--- src/rtl/id_ex_reg_if.sv ---
// ID/EX pipeline boundary bundle: ID-side capture fields, WB write-back port,
// pipeline control (Stall/Flush) and the registered EX-side outputs.
interface id_ex_reg_if #(
    parameter int DATA_W = 32,
    parameter int REG_AW = 5,
    parameter int CTRL_W = 8
);
    // Pipeline control
    logic              Stall;
    logic              Flush;

    // ID stage capture fields
    logic              ID_valid;
    logic [CTRL_W-1:0] ID_Ctrl;
    logic [DATA_W-1:0] ID_PC_plus4;
    logic [REG_AW-1:0] ID_Rs;
    logic [REG_AW-1:0] ID_Rt;
    logic [REG_AW-1:0] ID_Rd;
    logic [DATA_W-1:0] ID_Read_data_1;
    logic [DATA_W-1:0] ID_Read_data_2;
    logic [DATA_W-1:0] ID_Imm_ext;

    // WB stage register-file write port
    logic              WB_RegWrite;
    logic [REG_AW-1:0] WB_Write_register;
    logic [DATA_W-1:0] WB_Write_data;

    // EX stage view
    logic              EX_valid;
    logic [CTRL_W-1:0] EX_Ctrl;
    logic [DATA_W-1:0] EX_PC_plus4;
    logic [DATA_W-1:0] EX_Imm_ext;
    logic [REG_AW-1:0] EX_Rs;
    logic [REG_AW-1:0] EX_Rt;
    logic [REG_AW-1:0] EX_Rd;
    logic [DATA_W-1:0] EX_Read_data_1;
    logic [DATA_W-1:0] EX_Read_data_2;

    modport master (
        output Stall, Flush,
        output ID_valid, ID_Ctrl, ID_PC_plus4, ID_Rs, ID_Rt, ID_Rd,
        output ID_Read_data_1, ID_Read_data_2, ID_Imm_ext,
        output WB_RegWrite, WB_Write_register, WB_Write_data,
        input  EX_valid, EX_Ctrl, EX_PC_plus4, EX_Imm_ext,
        input  EX_Rs, EX_Rt, EX_Rd, EX_Read_data_1, EX_Read_data_2
    );

    modport slave (
        input  Stall, Flush,
        input  ID_valid, ID_Ctrl, ID_PC_plus4, ID_Rs, ID_Rt, ID_Rd,
        input  ID_Read_data_1, ID_Read_data_2, ID_Imm_ext,
        input  WB_RegWrite, WB_Write_register, WB_Write_data,
        output EX_valid, EX_Ctrl, EX_PC_plus4, EX_Imm_ext,
        output EX_Rs, EX_Rt, EX_Rd, EX_Read_data_1, EX_Read_data_2
    );
endinterface

--- src/rtl/id_ex_reg.sv ---
// ID/EX pipeline register with WB->ID bypass on capture and WB refresh while stalled.
// Optional macro ID_EX_ZERO_REG_EN makes register $0 hardwired to zero.
module id_ex_reg #(
    parameter int DATA_W = 32,
    parameter int REG_AW = 5,
    parameter int CTRL_W = 8
) (
    input  logic       clk,
    input  logic       rst,
    id_ex_reg_if.slave bus
);

    logic              valid_q,       valid_d;
    logic [CTRL_W-1:0] ctrl_q,        ctrl_d;
    logic [DATA_W-1:0] pc_plus4_q,    pc_plus4_d;
    logic [DATA_W-1:0] imm_ext_q,     imm_ext_d;
    logic [REG_AW-1:0] rs_q,          rs_d;
    logic [REG_AW-1:0] rt_q,          rt_d;
    logic [REG_AW-1:0] rd_q,          rd_d;
    logic [DATA_W-1:0] read_data_1_q, read_data_1_d;
    logic [DATA_W-1:0] read_data_2_q, read_data_2_d;

    logic [DATA_W-1:0] load_op1;
    logic [DATA_W-1:0] load_op2;

    // True when the WB write this cycle targets register spec.
    function automatic logic wb_hit(
        input logic              we,
        input logic [REG_AW-1:0] wa,
        input logic [REG_AW-1:0] spec
    );
`ifdef ID_EX_ZERO_REG_EN
        return we && (wa == spec) && (spec != '0);
`else
        return we && (wa == spec);
`endif
    endfunction

    // Operands as they should be captured on a load, corrected for the
    // register file's read-before-write behaviour.
    always_comb begin
        load_op1 = wb_hit(bus.WB_RegWrite, bus.WB_Write_register, bus.ID_Rs)
                   ? bus.WB_Write_data : bus.ID_Read_data_1;
        load_op2 = wb_hit(bus.WB_RegWrite, bus.WB_Write_register, bus.ID_Rt)
                   ? bus.WB_Write_data : bus.ID_Read_data_2;
`ifdef ID_EX_ZERO_REG_EN
        if (bus.ID_Rs == '0) load_op1 = '0;
        if (bus.ID_Rt == '0) load_op2 = '0;
`endif
    end

    always_comb begin
        // NOTE: every _d gets a default (hold) first so no path leaves it unassigned and infers a latch.
        valid_d       = valid_q;
        ctrl_d        = ctrl_q;
        pc_plus4_d    = pc_plus4_q;
        imm_ext_d     = imm_ext_q;
        rs_d          = rs_q;
        rt_d          = rt_q;
        rd_d          = rd_q;
        read_data_1_d = read_data_1_q;
        read_data_2_d = read_data_2_q;

        if (bus.Flush) begin
            valid_d       = 1'b0;
            ctrl_d        = '0;
            pc_plus4_d    = '0;
            imm_ext_d     = '0;
            rs_d          = '0;
            rt_d          = '0;
            rd_d          = '0;
            read_data_1_d = '0;
            read_data_2_d = '0;
        end else if (bus.Stall) begin
            // Held operands track WB writes so EX does not consume stale data.
            if (valid_q && wb_hit(bus.WB_RegWrite, bus.WB_Write_register, rs_q))
                read_data_1_d = bus.WB_Write_data;
            if (valid_q && wb_hit(bus.WB_RegWrite, bus.WB_Write_register, rt_q))
                read_data_2_d = bus.WB_Write_data;
        end else begin
            valid_d       = bus.ID_valid;
            ctrl_d        = bus.ID_valid ? bus.ID_Ctrl : '0;
            pc_plus4_d    = bus.ID_PC_plus4;
            imm_ext_d     = bus.ID_Imm_ext;
            rs_d          = bus.ID_Rs;
            rt_d          = bus.ID_Rt;
            rd_d          = bus.ID_Rd;
            read_data_1_d = load_op1;
            read_data_2_d = load_op2;
        end
    end

    always_ff @(posedge clk) begin
        // NOTE: non-blocking assignments keep every flop sampling pre-edge values.
        if (rst) begin
            valid_q       <= 1'b0;
            ctrl_q        <= '0;
            pc_plus4_q    <= '0;
            imm_ext_q     <= '0;
            rs_q          <= '0;
            rt_q          <= '0;
            rd_q          <= '0;
            read_data_1_q <= '0;
            read_data_2_q <= '0;
        end else begin
            valid_q       <= valid_d;
            ctrl_q        <= ctrl_d;
            pc_plus4_q    <= pc_plus4_d;
            imm_ext_q     <= imm_ext_d;
            rs_q          <= rs_d;
            rt_q          <= rt_d;
            rd_q          <= rd_d;
            read_data_1_q <= read_data_1_d;
            read_data_2_q <= read_data_2_d;
        end
    end

    assign bus.EX_valid       = valid_q;
    assign bus.EX_Ctrl        = ctrl_q;
    assign bus.EX_PC_plus4    = pc_plus4_q;
    assign bus.EX_Imm_ext     = imm_ext_q;
    assign bus.EX_Rs          = rs_q;
    assign bus.EX_Rt          = rt_q;
    assign bus.EX_Rd          = rd_q;
    assign bus.EX_Read_data_1 = read_data_1_q;
    assign bus.EX_Read_data_2 = read_data_2_q;

endmodule
--- src/flat_wrapper.sv ---
// flat-port wrapper written by rule: the top's interface ports become plain ports
module id_ex_reg_flat 
#(
    parameter int DATA_W = 32,
    parameter int REG_AW = 5,
    parameter int CTRL_W = 8
)
  (clk, rst, bus_Stall, bus_Flush, bus_ID_valid, bus_ID_Ctrl, bus_ID_PC_plus4, bus_ID_Rs, bus_ID_Rt, bus_ID_Rd, bus_ID_Read_data_1, bus_ID_Read_data_2, bus_ID_Imm_ext, bus_WB_RegWrite, bus_WB_Write_register, bus_WB_Write_data, bus_EX_valid, bus_EX_Ctrl, bus_EX_PC_plus4, bus_EX_Imm_ext, bus_EX_Rs, bus_EX_Rt, bus_EX_Rd, bus_EX_Read_data_1, bus_EX_Read_data_2);
  id_ex_reg_if #(.DATA_W(DATA_W), .REG_AW(REG_AW), .CTRL_W(CTRL_W)) bus_i ();
  input  logic clk;
  input  logic rst;
  input wire logic [$bits(bus_i.Stall)-1:0] bus_Stall;
  input wire logic [$bits(bus_i.Flush)-1:0] bus_Flush;
  input wire logic [$bits(bus_i.ID_valid)-1:0] bus_ID_valid;
  input wire logic [$bits(bus_i.ID_Ctrl)-1:0] bus_ID_Ctrl;
  input wire logic [$bits(bus_i.ID_PC_plus4)-1:0] bus_ID_PC_plus4;
  input wire logic [$bits(bus_i.ID_Rs)-1:0] bus_ID_Rs;
  input wire logic [$bits(bus_i.ID_Rt)-1:0] bus_ID_Rt;
  input wire logic [$bits(bus_i.ID_Rd)-1:0] bus_ID_Rd;
  input wire logic [$bits(bus_i.ID_Read_data_1)-1:0] bus_ID_Read_data_1;
  input wire logic [$bits(bus_i.ID_Read_data_2)-1:0] bus_ID_Read_data_2;
  input wire logic [$bits(bus_i.ID_Imm_ext)-1:0] bus_ID_Imm_ext;
  input wire logic [$bits(bus_i.WB_RegWrite)-1:0] bus_WB_RegWrite;
  input wire logic [$bits(bus_i.WB_Write_register)-1:0] bus_WB_Write_register;
  input wire logic [$bits(bus_i.WB_Write_data)-1:0] bus_WB_Write_data;
  output wire logic [$bits(bus_i.EX_valid)-1:0] bus_EX_valid;
  output wire logic [$bits(bus_i.EX_Ctrl)-1:0] bus_EX_Ctrl;
  output wire logic [$bits(bus_i.EX_PC_plus4)-1:0] bus_EX_PC_plus4;
  output wire logic [$bits(bus_i.EX_Imm_ext)-1:0] bus_EX_Imm_ext;
  output wire logic [$bits(bus_i.EX_Rs)-1:0] bus_EX_Rs;
  output wire logic [$bits(bus_i.EX_Rt)-1:0] bus_EX_Rt;
  output wire logic [$bits(bus_i.EX_Rd)-1:0] bus_EX_Rd;
  output wire logic [$bits(bus_i.EX_Read_data_1)-1:0] bus_EX_Read_data_1;
  output wire logic [$bits(bus_i.EX_Read_data_2)-1:0] bus_EX_Read_data_2;
  assign bus_i.Stall = bus_Stall;
  assign bus_i.Flush = bus_Flush;
  assign bus_i.ID_valid = bus_ID_valid;
  assign bus_i.ID_Ctrl = bus_ID_Ctrl;
  assign bus_i.ID_PC_plus4 = bus_ID_PC_plus4;
  assign bus_i.ID_Rs = bus_ID_Rs;
  assign bus_i.ID_Rt = bus_ID_Rt;
  assign bus_i.ID_Rd = bus_ID_Rd;
  assign bus_i.ID_Read_data_1 = bus_ID_Read_data_1;
  assign bus_i.ID_Read_data_2 = bus_ID_Read_data_2;
  assign bus_i.ID_Imm_ext = bus_ID_Imm_ext;
  assign bus_i.WB_RegWrite = bus_WB_RegWrite;
  assign bus_i.WB_Write_register = bus_WB_Write_register;
  assign bus_i.WB_Write_data = bus_WB_Write_data;
  assign bus_EX_valid = bus_i.EX_valid;
  assign bus_EX_Ctrl = bus_i.EX_Ctrl;
  assign bus_EX_PC_plus4 = bus_i.EX_PC_plus4;
  assign bus_EX_Imm_ext = bus_i.EX_Imm_ext;
  assign bus_EX_Rs = bus_i.EX_Rs;
  assign bus_EX_Rt = bus_i.EX_Rt;
  assign bus_EX_Rd = bus_i.EX_Rd;
  assign bus_EX_Read_data_1 = bus_i.EX_Read_data_1;
  assign bus_EX_Read_data_2 = bus_i.EX_Read_data_2;
  id_ex_reg #(.DATA_W(DATA_W), .REG_AW(REG_AW), .CTRL_W(CTRL_W)) u_core (.clk(clk), .rst(rst), .bus(bus_i));
endmodule
--- config.mk ---
export PLATFORM = sky130hd
export DESIGN_NAME = id_ex_reg_flat
export DESIGN_NICKNAME = d
export VERILOG_FILES = /design/src/rtl/id_ex_reg_if.sv /design/src/rtl/id_ex_reg.sv /design/src/flat_wrapper.sv
export SDC_FILE = /design/constraint.sdc
export NUM_CORES = 1
export LEC_CHECK = 0
export CORE_MARGIN = 1.5
export CORE_UTILIZATION = 42
export DETAILED_ROUTE_END_ITERATION = 10
export PLACE_DENSITY = 0.81
export SYNTH_ARGS = -nofsm -noshare
export SYNTH_HDL_FRONTEND = slang
export SYNTH_SLANG_ARGS = --single-unit
--- constraint.sdc ---
create_clock -name clk -period 2.4 [get_ports clk]
set_input_delay 0.48 -clock clk [delete_from_list [all_inputs] [get_ports clk]]
set_output_delay 0.48 -clock clk [all_outputs]
set_load 0.05 [all_outputs]
==> impl_metrics.tcl <==
set metrics [dict create \
    async_reset_ff_frac 0 \
    crit_slowest_cell "clkdlybuf4s50_1" \
    clk_latency_ns 0.42 \
    fmax_mhz 464.3 \
    max_stage_delay_ns 0.86 \
    highest_layer "met4" \
    crit_chain "clkdlybuf4s50_1" \
    cts_setup_buffers 0 \
    fin_nets 1335 \
    setup_viol 0 \
    layout_commonest_cell "clkdlybuf4s50_1" \
    wl_met2_um 12100 \
    drc 0 \
    syn-cell-area_mm2 0.007506 \
    layout_min_cycle_time_ns 2.154 \
    vias_per_cell 5.316 \
    htreeDepth 4 \
    syn_inst 820 \
    grt_use_total 0.2629 \
    syn2layout_area_growth_pct 58.41 \
    cp_top_family "buffers and inverters" \
    drt_wl_total_um 25210 \
    hold_violations 0 \
    final_util 0.6850 \
    start_util 0.4325 \
    ir_drop_uv 480.6 \
    antenna_found_initial 1 \
    rsz0062_at_grt "no" \
    finalMaxSlewViolations 0 \
    final_cell_mix "clkdlybuf4s50_1 (344), dfxtp_1 (152), nor2_1 (88)" \
    holdWs_ns 0.4946 \
    synth_fp_nets 1014 \
    synth_top_cell_by_area "dfxtp_1" \
    final-instance-count-excl-fill 1381 \
    grt-ovfl-total 0 \
    end_kind "output pin" \
    drv_cap 0 \
    hpwl_um 18270 \
    ys_types 27 \
    synth_ff_type "dfxtp_1" \
    placed_area_mm2 0.01129 \
    final_layout_size_suffix_gt1_frac 0.1161 \
    p_leak_nw 4.507 \
    gp_routability_congestion 0.8580 \
    synth_edf_count 0 \
    maxSlewHeadroom 0.4651 \
    ctsResizeCount 0 \
    p_per_area_mw_per_mm2 596.3 \
    numPortBuffers 345 \
    grt_max_degree 71 \
    met3WireLength_um 2218 \
    worstMarginPinSlew_ns 0.8007 \
    vias 7341 \
    ctsHoldBuffers 0 \
    grt_pass1_wl_um 38210 \
    tritoncts "built" \
    ios 346 \
    rows 48 \
    yosys-top-cells-area "dfxtp_1 (41%), mux2i_1 (11%), mux2_2 (9.6%)" \
    wl_per_cell_um 18.26 \
    core_mm2 0.01736 \
    cts_buffers 17 \
    ys_ff_latch 152 \
    synth_top_area_frac 0.4054 \
    final_area_mm2 0.01189 \
    drt_iter0_drc 380 \
    finClkSkew_ns 0.006453 \
    clockBufferDepth 2 \
    required_ns 1.92 \
    grt_pass1_vias 7306 \
    cp.buffers_inverters 1 \
    clockRootBuffer "clkbuf_16" \
    yosysSeqAreaShare 0.4054 \
    die-area_mm2 0.01868 \
    clkSinkCount 152 \
    cp.arrival_ns 1.67 \
    placedCellCount 1347 \
    min_path_type "register to register" \
    worstPathMaxFanout 3 \
    period_share 0.8974 \
    m1WireLength_um 10060 \
    syn_area_per_cell_um2 9.154 \
    die_y_um 136.7 \
    startpoint_type "register" \
    ant_nets 0 \
    synth-warning-count 0 \
    clk_pin_slew_ns 0.06 \
    setup.worst_path.class "register to output pin" \
    dr.pass1.iters 5 \
    outcome "finished clean" \
    die_x_um 136.7 \
]
cells by family after synthesis:
logic type / share of synthesized area
AO/OA/AOI/OAI: 0.1907
XOR/XNOR: 0.01634
buffers and inverters: 0.04917
AND/OR/NAND/NOR: 0.1370
multiplexers: 0.2014
flip-flops: 0.4054
cells in the mapped netlist, types with 6 or more instances:
cell type,n
a22oi_1,8
a31oi_1,64
mux2i_1,79
a2bb2oi_1,64
nor2_1,89
nand2_1,65
buf_2,19
mux2_2,64
nand2b_1,64
clkbuf_1,47
xor2_1,6
dfxtp_1,152
buf_6,6
o21ai_0,63
xnor2_1,8
flip-flops by register name (all words and copies together), names as in the netlist:
signal,count
u_core.bus.EX_Imm_ext,32
u_core.bus.EX_Read_data_2,32
u_core.bus.EX_Read_data_1,32
u_core.bus.EX_PC_plus4,32
u_core.bus.EX_Ctrl,8
u_core.bus.EX_Rs,5
u_core.bus.EX_valid,1
u_core.bus.EX_Rd,5
u_core.bus.EX_Rt,5
per-stage QoR:
stage	worst slack (ns)	setup TNS, ns	total power, mW
finish	0.2462	0	7.090
global route	0.1740	0	7.349
CTS	0.2300	0	7.138
detailed placement	-0.05768	-0.7262	4.397
global placement	0.0004430	0	4.374
floorplan	0.5515	0	3.679
final timing paths:
| check | depth (start not counted) | slack, ns | to | startpoint |
|---|---|---|---|---|
| worst max-delay path | 1 | 0.25 | bus_EX_valid | u_core.bus.EX_valid |
| worst min-delay path | 2 | 0.49 | u_core.bus.EX_PC_plus4[13] | u_core.bus.EX_PC_plus4[13] |
| worst max register to register | 6 | 0.70 | u_core.bus.EX_Read_data_2[10] | u_core.bus.EX_Rt[2] |
| worst min register to register | 2 | 0.49 | u_core.bus.EX_PC_plus4[13] | u_core.bus.EX_PC_plus4[13] |
metal layers:
metal | GRT usage | vias to the layer above
li1 | - | 3565
met1 | 0.2997 | 3434
met2 | 0.4411 | 294
met3 | 0.08704 | 48
met4 | 0.1277 | 0
met5 | 0 | -
worst register-to-register path, delay by kind of cell (launching register included):
| kind | cells | cell delay [ns] |
|---|---|---|
| AOI/OAI and AO/OA | 3 | 0.60 |
| and+or+nand+nor | 1 | 0.19 |
| DFF | 1 | 0.34 |
| xor gates and xnor gates | 1 | 0.22 |
| buffers and inverters | 1 | 0.28 |
final cells by class:
class	count	area [um^2]
Fill cell	1385	5466
Timing Repair Buffer	376	3827
Clock inverter	12	142.6
Sequential cell	152	3043
Multi-Input combinational cell	590	4119
Clock buffer	20	456.7
Tap cell	225	281.5
Inverter	4	15.01
Antenna cell	2	5.005
where the power goes:
| group | total (mW) | internal [mW] | switching, mW |
|---|---|---|---|
| Combinational | 1.68 | 0.805 | 0.872 |
| Clock | 2.74 | 1.61 | 1.13 |
| Sequential | 2.68 | 2.62 | 0.0545 |
Power figures use the tool's default switching activity.
==> RTL change 1: new RTL, same settings <==
Make the reset (`rst`) asynchronous in one clocked block.
--- a/src/rtl/id_ex_reg.sv
+++ b/src/rtl/id_ex_reg.sv
@@ -90,7 +90,7 @@
         end
     end
 
-    always_ff @(posedge clk) begin
+    always_ff @(posedge clk or posedge rst) begin
         // NOTE: non-blocking assignments keep every flop sampling pre-edge values.
         if (rst) begin
             valid_q       <= 1'b0;
Check against the original RTL: differs if rst is asserted again (counterexample within 4 cycles, from zero or initial values and one cycle with rst high); with rst held inactive, the same outputs for 4 cycles.
==> RTL change 1 against the original RTL <==
- design area fell by 5.5%
- combinational power up 15%
- synthesized area down 9.3%
- sequential cell count unchanged
- synthesized cell count decreased by 28%
- utilization up 2.2 points
- wire length fell by 12%
- global-route usage fell by 0.47 points
- setup slack worse by 0.19 ns
- total power up 7.1%
- critical endpoint unchanged
- largest cell class is now registers
- highest routed layer unchanged
==> RTL change 1: results (changes against the original RTL) <==
Parameter                              Value

Global route
  Antenna violations before repair ... 0 (-1)
  Global-route wire length before repair ... 32800 um (-14%)
  Overall track demand over capacity in global routing ... 0.258 (-0.00470)

Synthesis
  Most used standard cell by instance count after synthesis ... sky130_fd_sc_hd__dfrtp_1
  Synth area leaders ... sky130_fd_sc_hd__dfrtp_1 56%, sky130_fd_sc_hd__mux2i_1 21%, sky130_fd_sc_hd__nor2_1 4.8%, sky130_fd_sc_hd__nand2_1 3.5%, sky130_fd_sc_hd__o21ai_1 3.2%
  Number of distinct library cell variants in the gate-level netlist after synthesis ... 23 (-15%)
  Proportion of synthesized chip area in sequential cells ... 0.558 (+0.153)
  Mean Syn Cell Area ... 11.5 um^2 (+25%)
  Top cells by instance count after synthesis ... 152 x sky130_fd_sc_hd__dfrtp_1, 143 x sky130_fd_sc_hd__mux2i_1, 88 x sky130_fd_sc_hd__nor2_1, 64 x sky130_fd_sc_hd__nand2_1, 44 x sky130_fd_sc_hd__o21ai_1
  Net Count, Synth ... 787 (-22%)

Power
  Worst vdd ir ... 0.000555 V (+16%)
  Cell Pwr Density ... 676 nW/um^2 (+13%)

Outcome
  Status ... complete, no violations

Critical path
  Worst path arrival time ... 1.86 ns (+0.19 ns)
  Worst Path Max Fanout ... 4 (+1)

Detailed routing
  Vias after detailed routing ... 5799 (-21%)
  Average routed wire per standard cell ... 18.8 um (+3.0%)
  DRT Wirelength ... 22100 um (-12%)
  DRT iter0 DRCs ... 263 (-31%)

Cells and area
  Clock tree cell share of total cell area ... 0.0554 (+0.00496)
  Clk_buf instances ... 19 (-5.0%)
  Signal inverters ... 1 (-3)
  Share of the final layout cell area in multi-input gates ... 0.249 (-0.0974)
  Total number of nets in the final design ... 1139 (-15%)
  Signal buffers share of area ... 0.332 (+0.0103)
  Fraction of final layout cells with drive strength greater than 1 ... 0.0960 (-0.0201)
  Number of signal-net buffers in the layout ... 373 (-0.80%)
  Combined flip-flop and latch cell area ... 3800 um^2 (+25%)

Placement
  GP Congestion ... 0.835 (-2.6%)
  Pre-CTS setup slack ... -0.110 ns (-0.0525 ns)
  Placed Instance Area ... 10600 um^2 (-6.0%)
  Half-perimeter wire length of the detailed placement result ... 16200 um (-11%)

STA
  Post-Route Skew ... 0.00950 ns (+0.00305 ns)
RTL change 1: worst reg2reg max path: stages, from the launching register on:
cell                      delay [ns]
sky130_fd_sc_hd__dfrtp_1        0.40
sky130_fd_sc_hd__xor2_1         0.18
sky130_fd_sc_hd__nor4_2         0.40
sky130_fd_sc_hd__a41oi_4        0.15
sky130_fd_sc_hd__or2_4          0.41
sky130_fd_sc_hd__o21ai_1        0.23
RTL change 1: metal layers:
metal | vias to the layer above | track usage | part of all wire
li1 | 2724 | - | -
met1 | 2793 | 0.305 | 0.39
met3 | 57 | 0.0759 | 0.072
met4 | 0 | 0.125 | 0.037
met2 | 225 | 0.432 | 0.50
met5 | - | 0 | 0
RTL change 1: logic make-up (layout without fill, tap and decap cells):
family	after synthesis	count (layout)	synth area share
AND/OR/NAND/NOR	160	160	0.0946
flip-flops	152	152	0.558
multiplexers	143	143	0.210
AO/OA/AOI/OAI	77	77	0.0768
buffers and inverters	41	406	0.0344
XOR/XNOR	20	20	0.0257
RTL change 1: power breakdown:
group	total [mW]	switching, mW	internal [mW]
sequential	2.84	0.107	2.74
clock	2.81	1.11	1.70
combinational	1.94	1.14	0.804
total	7.59	2.35	5.24
RTL change 1: path summary, 6_finish.rpt:
path                       depth (start not counted)  slack (ns)                             to                     startpoint
min reg2reg                                        2        0.48  u_core.bus.EX_Read_data_2[14]  u_core.bus.EX_Read_data_2[14]
min in group clk                                   2        0.48  u_core.bus.EX_Read_data_2[14]  u_core.bus.EX_Read_data_2[14]
max in group asynchronous                          3        1.26     u_core.bus.EX_PC_plus4[14]                            rst
max                                                1        0.06                   bus_EX_valid            u_core.bus.EX_valid
max reg2reg                                        5        0.54  u_core.bus.EX_Read_data_1[31]            u_core.bus.EX_Rs[0]
min                                                2        0.40   u_core.bus.EX_Read_data_1[2]                            rst
==> RTL change 2: new RTL, same settings <==
Without the edit above. `CTRL_W` is set to 8 in 3 places; all go to 10.
--- a/src/rtl/id_ex_reg_if.sv
+++ b/src/rtl/id_ex_reg_if.sv
@@ -3,7 +3,7 @@
 interface id_ex_reg_if #(
     parameter int DATA_W = 32,
     parameter int REG_AW = 5,
-    parameter int CTRL_W = 8
+    parameter int CTRL_W = 10
 );
     // Pipeline control
     logic              Stall;
--- a/src/rtl/id_ex_reg.sv
+++ b/src/rtl/id_ex_reg.sv
@@ -3,7 +3,7 @@
 module id_ex_reg #(
     parameter int DATA_W = 32,
     parameter int REG_AW = 5,
-    parameter int CTRL_W = 8
+    parameter int CTRL_W = 10
 ) (
     input  logic       clk,
     input  logic       rst,
--- a/src/flat_wrapper.sv
+++ b/src/flat_wrapper.sv
@@ -3,7 +3,7 @@
 #(
     parameter int DATA_W = 32,
     parameter int REG_AW = 5,
-    parameter int CTRL_W = 8
+    parameter int CTRL_W = 10
 )
   (clk, rst, bus_Stall, bus_Flush, bus_ID_valid, bus_ID_Ctrl, bus_ID_PC_plus4, bus_ID_Rs, bus_ID_Rt, bus_ID_Rd, bus_ID_Read_data_1, bus_ID_Read_data_2, bus_ID_Imm_ext, bus_WB_RegWrite, bus_WB_Write_register, bus_WB_Write_data, bus_EX_valid, bus_EX_Ctrl, bus_EX_PC_plus4, bus_EX_Imm_ext, bus_EX_Rs, bus_EX_Rt, bus_EX_Rd, bus_EX_Read_data_1, bus_EX_Read_data_2);
   id_ex_reg_if #(.DATA_W(DATA_W), .REG_AW(REG_AW), .CTRL_W(CTRL_W)) bus_i ();
Ports: changed (resized bus_EX_Ctrl and bus_ID_Ctrl); port bits go from 346 to 350. The function was not compared with the original's and may differ.
==> RTL change 2 against the original RTL <==
- count of clock-buffer cells in the layout decreased by 2
- wire length decreased by 8.5%
- global-route usage decreased by 0.61 points
- combinational power decreased by 8%
- first-iteration DRC count decreased by 30%
- critical path depth unchanged
- design area decreased by 2.3%
- setup slack improved by 0.024 ns
- synthesized area decreased by 5.3%
- register-to-register slack improved by 0.03 ns
- total power increased by 0.60%
- sequential cell count increased by 2
==> RTL change 2: results (changes against the original RTL) <==
Parameter                              Value

Global route
  Pin count of the biggest net entering global routing ... 91 (+28%)
  Global-route wire length before repair ... 35300 um (-7.7%)
  Antenna violations before repair ... 2 (+1)

Critical path
  Capture point of the worst reg-to-reg path ... u_core.bus.EX_Read_data_1[28]
  Slack of the worst reg-to-reg path ... 0.73 ns (+0.03 ns)
  Critical path origin ... u_core.bus.EX_Rt[3]

Synthesis
  Synthesized-area fraction occupied by xor and xnor cells ... 0.0220 (+0.00567)
  Net Count, Synth ... 919 (-9.4%)
  Synth area leaders ... sky130_fd_sc_hd__dfxtp_1 43%, sky130_fd_sc_hd__mux2i_1 20%, sky130_fd_sc_hd__a31oi_2 5.1%, sky130_fd_sc_hd__nor2_1 4.9%, sky130_fd_sc_hd__a22oi_1 4.3%
  Proportion of synthesized chip area in sequential cells ... 0.434 (+0.0285)
  Top cells by instance count after synthesis ... 154 x sky130_fd_sc_hd__dfxtp_1, 142 x sky130_fd_sc_hd__mux2i_1, 92 x sky130_fd_sc_hd__nor2_1, 59 x sky130_fd_sc_hd__o21ai_0, 41 x sky130_fd_sc_hd__a22oi_1
  Fraction of synthesized area in multiplexers ... 0.202 (+0.000253)
  Number of distinct library cell variants in the gate-level netlist after synthesis ... 33 (+22%)

Worst hold path
  Class of the tightest hold or removal check ... primary input to flip-flop

Cells and area
  Fraction of final layout cells with drive strength greater than 1 ... 0.0984 (-0.0177)
  Number of filler instances in the final layout ... 1294 (-6.6%)

Outcome
  Status ... complete, no violations

Power
  Cell internal power dissipation ... 5.06 mW (+0.66%)
  Leakage power ... 4.42 nW (-1.9%)
  Worst vdd ir ... 0.000473 V (-1.7%)

Placement
  GP Congestion ... 0.805 (-6.2%)
  Half-perimeter wire length of the detailed placement result ... 16900 um (-7.6%)
  Placed instance count ... 1265 (-6.1%)
  Number of input and output port buffers inserted ... 349 (+1.2%)

Detailed routing
  Average routed wire per standard cell ... 17.8 um (-2.7%)
  DRT iter0 DRCs ... 265 (-30%)
  Vias per inst ... 5.11 (-3.9%)
  DRT Wirelength ... 23100 um (-8.5%)

STA
  Slew @ Worst Pin ... 0.592 ns (-0.208 ns)
==> RTL change 2: changes by cell type after synthesis, sizes merged, moves of 5 or more <==
| cell | before | now |
|---|---|---|
| a22oi | 8 | 41 |
| nand2b | 64 | 1 |
| mux2 | 64 | 1 |
| clkbuf | 47 | 31 |
| a21oi | 1 | 33 |
| a31oi | 64 | 32 |
| mux2i | 79 | 142 |
| nor2b | 1 | 34 |
| a2bb2oi | 64 | 0 |
| and2 | 0 | 31 |
| xnor2 | 8 | 13 |
| nand2 | 65 | 4 |
==> RTL change 2: power groups by stage <==
| stage | sequential (mW) | clock, mW | combinational (mW) |
|---|---|---|---|
| after floorplan | 3.09 | 0 | 0.516 |
| after global placement | 2.76 | 0 | 1.52 |
| after detailed placement | 2.76 | 0 | 1.54 |
| after CTS | 2.70 | 2.95 | 1.54 |
| after global routing | 2.72 | 3.07 | 1.62 |
| final | 2.71 | 2.89 | 1.54 |
==> RTL change 2: area by class of cell <==
type | instances | area share
clock buffer | 18 | 0.0369
clock inverter | 14 | 0.0170
antenna | 2 | 0.000431
multi-input combinational | 505 | 0.319
timing repair buffer | 383 | 0.336
inverter | 3 | 0.000969
tap | 220 | 0.0237
sequential | 154 | 0.265
==> RTL change 2: how the worst min path moves through the flow <==
stage	end	slack (ns)	cells after the start
5_1_grt	u_core.bus.EX_Read_data_2[8]	0.46	3
3_3_place_gp	u_core.bus.EX_Imm_ext[16]	0.47	2
3_5_place_dp	u_core.bus.EX_Imm_ext[10]	0.49	2
4_1_cts	u_core.bus.EX_Read_data_2[8]	0.44	3
2_1_floorplan	u_core.bus.EX_Imm_ext[0]	0.62	2
6_report	u_core.bus.EX_Read_data_2[8]	0.45	3
==> RTL change 2: kinds of logic (layout without fill, tap and decap cells) <==
kind of cell,count (synthesis),after routing
simple gates,167,167
other cells,0,2
mux,143,143
flops,154,154
buf+inv,64,418
xor+xnor,17,17
compound gates,178,178
==> RTL change 2: per-layer routing <==
| layer | part of all wire | GRT usage | up-vias |
|---|---|---|---|
| met5 | 0 | 0 | - |
| met4 | 0.027 | 0.107 | 0 |
| met3 | 0.099 | 0.110 | 40 |
| met2 | 0.49 | 0.445 | 268 |
| met1 | 0.38 | 0.274 | 3070 |
| li1 | - | - | 3257 |
==> RTL change 2: worst min-delay path, stage by stage <==
cell and delay [ns]:
sky130_fd_sc_hd__buf_6 0.16, sky130_fd_sc_hd__nand2_1 0.10, sky130_fd_sc_hd__a31oi_1 0.08
==> RTL change 2: through the flow <==
stage | hold slack (ns) | worst slack [ns]
final | 0.455 | 0.270
after global placement | 0.473 | 0.0548
after CTS | 0.438 | 0.237
after global routing | 0.457 | 0.190
after detailed placement | 0.486 | -0.0190
after floorplan | 0.624 | 0.596
